File: config.mk
export PLATFORM = sky130hd
export DESIGN_NAME = vram_arbiter
export DESIGN_NICKNAME = d
export VERILOG_FILES = /design/src/rtl/vram_pkg.sv /design/src/rtl/vram_arbiter.sv
export SDC_FILE = /design/constraint.sdc
export NUM_CORES = 1
export LEC_CHECK = 0
export ABC_AREA = 0
export BUFFER_PORTS_ARGS = -buffer_cell sky130_fd_sc_hd__buf_2
export CORE_AREA = 3 3 63 65
export CTS_BUF_LIST = sky130_fd_sc_hd__clkbuf_8 sky130_fd_sc_hd__clkbuf_16
export CTS_CLUSTER_SIZE = 30
export DETAILED_ROUTE_END_ITERATION = 8
export DIE_AREA = 0 0 66 68
export GPL_TIMING_DRIVEN = 1
export PLACE_DENSITY = 0.82
export SLEW_MARGIN = 10
export SYNTH_ARGS = -nofsm -noshare
export SYNTH_HDL_FRONTEND = slang
export SYNTH_SLANG_ARGS = --single-unit
File: constraint.sdc
create_clock -name pclk -period 2.04 [get_ports pclk]
set_input_delay 0.306 -clock pclk [delete_from_list [all_inputs] [get_ports pclk]]
set_output_delay 0.306 -clock pclk [all_outputs]
set_load 0.005 [all_outputs]
File: src/rtl/vram_pkg.sv
// rtl/vram_pkg.sv - shared types and default sizes for the VRAM arbiter
package vram_pkg;

    localparam int VRAM_AW = 11;
    localparam int VRAM_DW = 8;

    typedef enum logic [1:0] {
        TAG_NONE,
        TAG_DISP,
        TAG_CPU_RD
    } tag_t;

endpackage

File: src/rtl/vram_arbiter.sv
// rtl/vram_arbiter.sv - single-port VRAM arbiter, display priority over CPU
// Optional VRAM_BLANK_ONLY_EN: CPU grants only while vblank is high.
module vram_arbiter
    import vram_pkg::*;
#(
    parameter int AW = VRAM_AW,
    parameter int DW = VRAM_DW
) (
    input  logic          pclk,
    input  logic          clr,
    input  logic          disp_req,
    input  logic [AW-1:0] disp_addr,
    output logic [DW-1:0] disp_data,
    output logic          disp_valid,
    input  logic          cpu_req,
    input  logic          cpu_we,
    input  logic [AW-1:0] cpu_addr,
    input  logic [DW-1:0] cpu_wdata,
    output logic [DW-1:0] cpu_rdata,
    output logic          cpu_ack,
    input  logic          vblank,
    output logic [AW-1:0] ram_addr,
    output logic [DW-1:0] ram_wdata,
    output logic          ram_we,
    input  logic [DW-1:0] ram_rdata
);

    logic          served;
    logic          cpu_ok;
    logic          cpu_pending;
    logic          grant_cpu;
    logic [AW-1:0] addr_nxt;
    tag_t          tag_nxt;
    tag_t          tag0;
    tag_t          tag1;

`ifdef VRAM_BLANK_ONLY_EN
    assign cpu_ok = vblank;
`else
    logic vblank_unused;
    assign vblank_unused = vblank;
    assign cpu_ok = 1'b1;
`endif

    assign cpu_pending = cpu_req && !served && cpu_ok;

    // Writes carry no read tag; their ack comes straight from ram_we.
    always_comb begin
        grant_cpu = 1'b0;
        addr_nxt  = ram_addr;
        tag_nxt   = TAG_NONE;
        if (disp_req) begin
            addr_nxt = disp_addr;
            tag_nxt  = TAG_DISP;
        end else if (cpu_pending) begin
            grant_cpu = 1'b1;
            addr_nxt  = cpu_addr;
            tag_nxt   = cpu_we ? TAG_NONE : TAG_CPU_RD;
        end
    end

    always_ff @(posedge pclk) begin
        if (clr) begin
            ram_addr   <= '0;
            ram_wdata  <= '0;
            ram_we     <= 1'b0;
            tag0       <= TAG_NONE;
            tag1       <= TAG_NONE;
            served     <= 1'b0;
            disp_data  <= '0;
            disp_valid <= 1'b0;
            cpu_rdata  <= '0;
            cpu_ack    <= 1'b0;
        end else begin
            ram_addr <= addr_nxt;
            ram_we   <= grant_cpu && cpu_we;
            if (grant_cpu && cpu_we) begin
                ram_wdata <= cpu_wdata;
            end
            tag0   <= tag_nxt;
            tag1   <= tag0;
            // Held until the requester drops its level, so one ack per request.
            served <= cpu_req && (served || grant_cpu);

            disp_valid <= (tag1 == TAG_DISP);
            if (tag1 == TAG_DISP) begin
                disp_data <= ram_rdata;
            end
            cpu_ack <= (tag1 == TAG_CPU_RD) || ram_we;
            if (tag1 == TAG_CPU_RD) begin
                cpu_rdata <= ram_rdata;
            end
        end
    end

endmodule

==> key figures, run 1 <==
Cells and area
  – Share of cells above drive strength 1: approximately 32%
  – Most common cell after layout, fill and taps aside: buf_2
  – Final core utilization: between 60 and 70%
  – Final net count: 319
  – Leading cell types in the layout, fill and taps excluded: buf_2 (80), nand2_1 (59), dfxtp_1 (43)
  – Area Overhead vs Synth: 29.7%
  – Antenna cells: 0

Global route
  – Initial antenna violation count: 0
  – Gr usage total: 16.1%
  – Number of global-route vias before repair: around 1400
  – Total grt overflow: 0
  – First-pass GRT wire length: around 5700 um
  – Largest net degree at the start of global routing: 39

Timing
  – F_max: ~700 MHz
  – Setup WS post-layout: roughly 0.63 ns
  – Worst-margin pin slew: 0.775 ns
  – Pins over their slew limit: 0
  – Normalized max-slew margin: a little under 50%
  – Fin crit share: between 60% and 70%
  – Setup-failing EPs final: 0
  – Hold Violations, Final: 0
  – Final Skew: between 0.003 and 0.004 ns
  – Period minus WS final: ~1.4 ns
  – Accumulated negative setup slack: 0 ns
  – Fin Hold WS: roughly 0.22 ns
  – RSZ-0062 raised after global routing: false

Logic synthesis
  – Warnings, synthesis: 0
  – Mapped Area: about 0.0016 mm^2
  – Syn Area/Cell: between 8 and 9 um^2
  – Yosys reg bits: between 40 and 50
  – Cells after synthesis: around 200
  – Cell variety after synth: 15
  – Post-synthesis sequential area ratio: a little over half
  – Mapped Nets: ~250

Floorplanning
  – Die area: 0.00449 mm^2
  – DIE HEIGHT: 68 um
  – Die X: around 66 um
  – Std cell rows: 21
  – Initial core utilization: between 40% and 50%
  – Core footprint: roughly 0.0034 mm^2
  – Ports: about 80

Clocking
  – Setup bufs post-CTS: 0
  – PostCTS Resize Cnt: 0
  – Clock Sinks: 43
  – Clock Tree Root: clkbuf_8
  – Clock transition at path regs: ~0.07 ns
  – CTS Buf Count: 5
  – CTS Hold Buffers Added: 0
  – CTS Buffer Depth: 2
  – Clk_lat worst skew: 0.28 ns
  – Htree depth: 2
  – TritonCTS clock tree: done

Power
  – P_sw: 0.366 mW
  – Clk pwr share: 36.3%
  – Leak: about 1.0 nW
  – Overall power: ~1.7 mW
  – Combinational share of power: about a tenth
  – Cell Int Power: around 1.3 mW
  – Sw frac: between 20% and 30%
  – PD cells: a little under 800 mW/mm^2
  – Flop pwr share: 53.0%
  – Maximum VDD drop: 0.492 mV

Critical path
  – Largest delay contributor family on the critical path: simple AND/OR/NAND/NOR gates
  – Slowest cell on crit path: nand2b_1
  – Worst path max stage delay: approximately 0.49 ns
  – CP Launch Type: register
  – Crit-path max FO: 23
  – CP Cell Sequence: nand2b_1 -> o311a_1
  – CP endpoint kind: register
  – Crit path kind: reg -> reg
  – Critical path buffers and inverters: 0
  – Critical Path AT: about 1.6 ns
  – Required time worst endpoint: 2.21 ns

Placed design
  – Setup WS pre-CTS: 0.535 ns
  – # port buffers: 80
  – Detailed placer's ending HPWL: approximately 2600 um
  – GP Congestion: ~0.7

Route
  – # DRC: 0
  – Total number of vias: 1520
  – Via-to-Cell Ratio: 4.74
  – DRT Wirelength: between 3000 and 4000 um
  – Avg WL per Cell: ~11 um
  – DRT antenna net count: 0
  – Starting DRT DRC Count: 55
  – Pre-Repair DR Iteration Count: 4

Hold path
  – Hold WC Path Type: in -> reg

Job
  – Maxcap violations: 0

Run status
  – Outcome: finished, final reports clean
-- flip-flops by register name (all words and copies together), names as in the netlist --
name	cells
ram_wdata	8
served	1
disp_data	8
cpu_ack	1
ram_addr	11
tag0	2
ram_we	1
cpu_rdata	8
disp_valid	1
tag1	2
-- path summary, 6_finish.rpt --
kind	startpoint	endpoint	slack, ns	cells past startpoint
setup / recovery	served$_SDFF_PP0_	ram_addr[6]$_SDFFE_PP0P_	0.63	2
hold / removal	cpu_we	tag0[1]$_SDFF_PP0_	0.22	2
setup reg to reg	served$_SDFF_PP0_	ram_addr[6]$_SDFFE_PP0P_	0.63	2
hold reg to reg	tag0[0]$_SDFF_PP0_	tag1[0]$_SDFF_PP0_	0.44	1
-- synthesized netlist by cell type --
cell type  instances  share of area (%)
nand2_1           59                 14
dfxtp_1           43                 52
a21oi_1           35                 11
nor2_1            15                3.4
inv_1             11                2.5
o311a_1           11                6.7
buf_2              8                2.4
clkbuf_1           8                1.8
nor2b_1            6                2.3
nand2b_1           3                1.1
and4bb_2           1               0.76
buf_6              1               0.69
nand4bb_1          1               0.69
nor3b_1            1               0.46
nor4_1             1               0.38
-- metrics by stage --
| stage | instances | cell area, um^2 |
|---|---|---|
| 6_report | 321 | 2130 |
| 3_5_place_dp | 314 | 2020 |
| 5_1_grt | 321 | 2130 |
| 2_1_floorplan | 204 | 1640 |
| 4_1_cts | 321 | 2130 |
| 3_3_place_gp | 314 | 2020 |
-- power groups by stage --
stage	registers [mW]	logic, mW	clock network, mW
2_1_floorplan	0.913	0.0971	0
3_3_place_gp	0.909	0.180	0
3_5_place_dp	0.910	0.183	0
4_1_cts	0.891	0.183	0.628
5_1_grt	0.895	0.207	0.654
6_report	0.891	0.180	0.611
-- cell families (layout without fill, tap and decap cells) --
logic type	after synthesis	after routing	synth area share, %
buffers and inverters	28	99	7.48
AOI/OAI and AO/OA	46	46	17.4
DFF	43	43	52.5
and+or+nand+nor	87	87	22.7
-- layer usage --
layer	track usage, %	wire length (um)	up-vias
li1	-	-	806
met1	19.6	1580	657
met2	27.2	1650	50
met3	4.11	243	7
met4	6.60	53	0
met5	0	0	-
-- cell type report --
class                   count  area [um^2]
clock buffers               5         68.8
clock inverters             2         33.8
fillers                   309         1260
inverters                  11         41.3
multi-input cells         133          657
flip-flops and latches     43          861
well taps                  46         57.6
repair buffers             81          408
Power figures use the tool's default switching activity.
==> run 2: changes to the inputs <==
--- a/config.mk
+++ b/config.mk
@@ -7,13 +7,13 @@
 export LEC_CHECK = 0
 export ABC_AREA = 0
 export BUFFER_PORTS_ARGS = -buffer_cell sky130_fd_sc_hd__buf_2
-export CORE_AREA = 3 3 63 65
+export CORE_AREA = 3 3 69 71
 export CTS_BUF_LIST = sky130_fd_sc_hd__clkbuf_8 sky130_fd_sc_hd__clkbuf_16
 export CTS_CLUSTER_SIZE = 30
 export DETAILED_ROUTE_END_ITERATION = 8
-export DIE_AREA = 0 0 66 68
+export DIE_AREA = 0 0 72 74
 export GPL_TIMING_DRIVEN = 1
-export PLACE_DENSITY = 0.82
+export PLACE_DENSITY = 0.72
 export SLEW_MARGIN = 10
 export SYNTH_ARGS = -nofsm -noshare
 export SYNTH_HDL_FRONTEND = slang
==> constraint.sdc (replaced) <==
create_clock -name pclk -period 1.2 [get_ports pclk]
set_input_delay 0.18 -clock pclk [delete_from_list [all_inputs] [get_ports pclk]]
set_output_delay 0.18 -clock pclk [all_outputs]
set_load 0.005 [all_outputs]
==> run 2 against run 1 <==
Compared with the run above:
- global-route usage decreased by 1.4 points
- clock skew increased by 0.00087 ns
- flip-flop and latch count unchanged
- non-clock buffer count increased by 6
- critical path depth increased by 1
- sequential share of layout area decreased by 1.2 points
- total power increased by 64%
- largest power group unchanged
==> key figures, run 2 (synthesis results as in run 1) <==
Floorplanning
  – Initial core utilization: 38.2% (was 48.4%)
  – Die X: 72 um (was 66 um)
  – Ports: 82 (unchanged)
  – DIE HEIGHT: 74 um (was 68 um)
  – Die area: 0.00533 mm^2 (was 0.00449 mm^2)
  – Std cell rows: 24 (was 21)
  – Core footprint: 0.00429 mm^2 (was 0.00339 mm^2)

Power
  – Leak: 1.06 nW (was 1.03 nW)
  – Combinational share of power: 12.2% (was 10.7%)
  – Cell Int Power: 2.06 mW (was 1.32 mW)
  – PD cells: 1260 mW/mm^2 (was 791 mW/mm^2)
  – Sw frac: 25.4% (was 21.8%)
  – Flop pwr share: 54.7% (was 53.0%)
  – Clk pwr share: 33.1% (was 36.3%)
  – P_sw: 0.702 mW (was 0.366 mW)
  – Maximum VDD drop: 0.745 mV (was 0.492 mV)
  – Overall power: 2.76 mW (was 1.68 mW)

Global route
  – Total grt overflow: 0 (unchanged)
  – Initial antenna violation count: 0 (unchanged)
  – First-pass GRT wire length: 6000 um (was 5690 um)
  – Number of global-route vias before repair: 1371 (was 1384)
  – Gr usage total: 14.6% (was 16.1%)
  – Largest net degree at the start of global routing: 34 (was 39)

Timing
  – Setup-failing EPs final: 0 (unchanged)
  – Fin Hold WS: 0.0724 ns (was 0.220 ns)
  – Fin crit share: 88.6% (was 69.1%)
  – RSZ-0062 raised after global routing: false (unchanged)
  – Final Skew: 0.00472 ns (was 0.00385 ns)
  – Hold Violations, Final: 0 (unchanged)
  – Accumulated negative setup slack: 0 ns (unchanged)
  – Worst-margin pin slew: 0.377 ns (was 0.775 ns)
  – F_max: 940 MHz (was 710 MHz)
  – Pins over their slew limit: 0 (unchanged)
  – Normalized max-slew margin: 74.8% (was 48.3%)
  – Period minus WS final: 1.06 ns (was 1.41 ns)

Clocking
  – Htree depth: 2 (unchanged)
  – Clock transition at path regs: 0.08 ns (was 0.07 ns)
  – PostCTS Resize Cnt: 0 (unchanged)
  – Setup bufs post-CTS: 0 (unchanged)
  – Clock Tree Root: clkbuf_8 (unchanged)
  – Clock Sinks: 43 (unchanged)
  – TritonCTS clock tree: done (unchanged)
  – CTS Buffer Depth: 2 (unchanged)
  – CTS Hold Buffers Added: 0 (unchanged)
  – Clk_lat worst skew: 0.30 ns (was 0.28 ns)
  – CTS Buf Count: 5 (unchanged)

Cells and area
  – Fin area: 0.00219 mm^2 (was 0.00213 mm^2)
  – Share of cells above drive strength 1: 34.0% (was 32.0%)
  – Largest Register: ram_addr (unchanged)
  – Antenna cells: 0 (unchanged)
  – Most common cell after layout, fill and taps aside: buf_2 (unchanged)
  – Area occupied by multi-input gates: 657 um^2 (unchanged)
  – Max reg flops: 11 (unchanged)
  – Leading cell types in the layout, fill and taps excluded: buf_2 (80), nand2_1 (59), dfxtp_1 (43) (unchanged)
  – # fillers: 427 (was 309)
  – Register area: 861 um^2 (unchanged)
  – Area Overhead vs Synth: 33.6% (was 29.7%)
  – Final net count: 325 (was 319)

Critical path
  – FF-to-FF setup slack: 0.14 ns (was 0.63 ns)
  – CP endpoint kind: register (unchanged)
  – CP Cell Sequence: nand2b_1 -> buf_12 -> o311a_1 (was nand2b_1 -> o311a_1)
  – Critical Path AT: 1.25 ns (was 1.58 ns)
  – Crit-path max FO: 23 (unchanged)
  – Reg2reg start: served$_SDFF_PP0_ (unchanged)
  – CP Launch Type: register (unchanged)
  – Slowest cell on crit path: dfxtp_1 (was nand2b_1)
  – Worst path max stage delay: 0.33 ns (was 0.49 ns)
  – Reg2reg path depth: 3 (was 2)
  – Worst setup startpoint: served$_SDFF_PP0_ (unchanged)
  – Worst reg2reg path endpoint: ram_addr[4]$_SDFFE_PP0P_ (was ram_addr[6]$_SDFFE_PP0P_)
  – Required time worst endpoint: 1.39 ns (was 2.21 ns)
  – Crit path kind: reg -> reg (unchanged)

Hold path
  – Hold WC Path Type: in -> reg (unchanged)
  – Hold Path Depth: 2 (unchanged)
  – Hold path start: cpu_we (unchanged)
  – Hold EP: tag0[1]$_SDFF_PP0_ (unchanged)

Route
  – Via-to-Cell Ratio: 4.68 (was 4.74)
  – Pre-Repair DR Iteration Count: 4 (unchanged)
  – Total number of vias: 1564 (was 1520)
  – DRT Wirelength: 3870 um (was 3520 um)
  – Avg WL per Cell: 11.6 um (was 11.0 um)
  – # DRC: 0 (unchanged)
  – DRT antenna net count: 0 (unchanged)
  – Starting DRT DRC Count: 41 (was 55)

Placed design
  – # port buffers: 80 (unchanged)
  – GP Congestion: 0.802 (was 0.707)
  – Detailed placer's ending HPWL: 2760 um (was 2570 um)
  – Placed Area: 0.00210 mm^2 (was 0.00202 mm^2)

Job
  – Maxcap violations: 0 (unchanged)

Run status
  – Outcome: finished, final reports clean (unchanged)
## run 2: cell count changes in the layout (fill, tap and decap cells not counted), sizes merged
| cell | previous run | this run |
|---|---|---|
| clkinv | 0 | 1 |
| clkinvlp | 0 | 2 |
| buf | 81 | 87 |
| bufinv | 1 | 0 |
| inv | 12 | 11 |
## run 2: area by class of cell
cell class	instances	area share, %
flip-flops and latches	43	39.3
multi-input cells	133	30.0
repair buffers	87	21.8
clock buffers	5	3.14
well taps	52	2.97
inverters	11	1.88
clock inverters	3	0.914
## run 2: how the worst max path moves through the flow
stage / to / slack, ns / cells past startpoint
2_1_floorplan: ram_addr[1]$_SDFFE_PP0P_ / 0.16 / 3
3_3_place_gp: ram_addr[4]$_SDFFE_PP0P_ / 0.15 / 3
3_5_place_dp: ram_addr[4]$_SDFFE_PP0P_ / 0.14 / 3
4_1_cts: ram_addr[4]$_SDFFE_PP0P_ / 0.14 / 3
5_1_grt: ram_addr[4]$_SDFFE_PP0P_ / 0.06 / 3
6_report: ram_addr[4]$_SDFFE_PP0P_ / 0.14 / 3
## run 2: power groups by stage
stage	Combinational, mW	Clock (mW)	Sequential, mW
after detailed placement	0.340	0	1.55
after floorplan	0.165	0	1.55
after global routing	0.376	1.01	1.52
after global placement	0.334	0	1.54
final	0.337	0.913	1.51
after CTS	0.341	0.943	1.51
## run 2: critical path: cells and delay by family, from the launching register on
| kind | cells | cell delay, ns |
|---|---|---|
| buf+inv | 1 | 0.16 |
| simple gates | 1 | 0.17 |
| flops | 1 | 0.33 |
| compound gates | 1 | 0.29 |
## run 2: routing by layer
layer / track usage, % / vias to the layer above / share of wire (%) / routed length, um
li1: - / 817 / - / -
met1: 17.0 / 693 / 45 / 1760
met2: 24.5 / 50 / 46 / 1790
met3: 5.41 / 4 / 7.1 / 274
met4: 6.26 / 0 / 1.2 / 47
met5: 0 / - / 0 / 0
## run 2: stage by stage
stage,util (%),std cells,setup WS (ns)
floorplan,-,204,0.158
global placement,49.0,326,0.154
detailed placement,49.0,326,0.141
CTS,51.0,334,0.136
global route,51.0,334,0.0645
finish,51.0,334,0.137
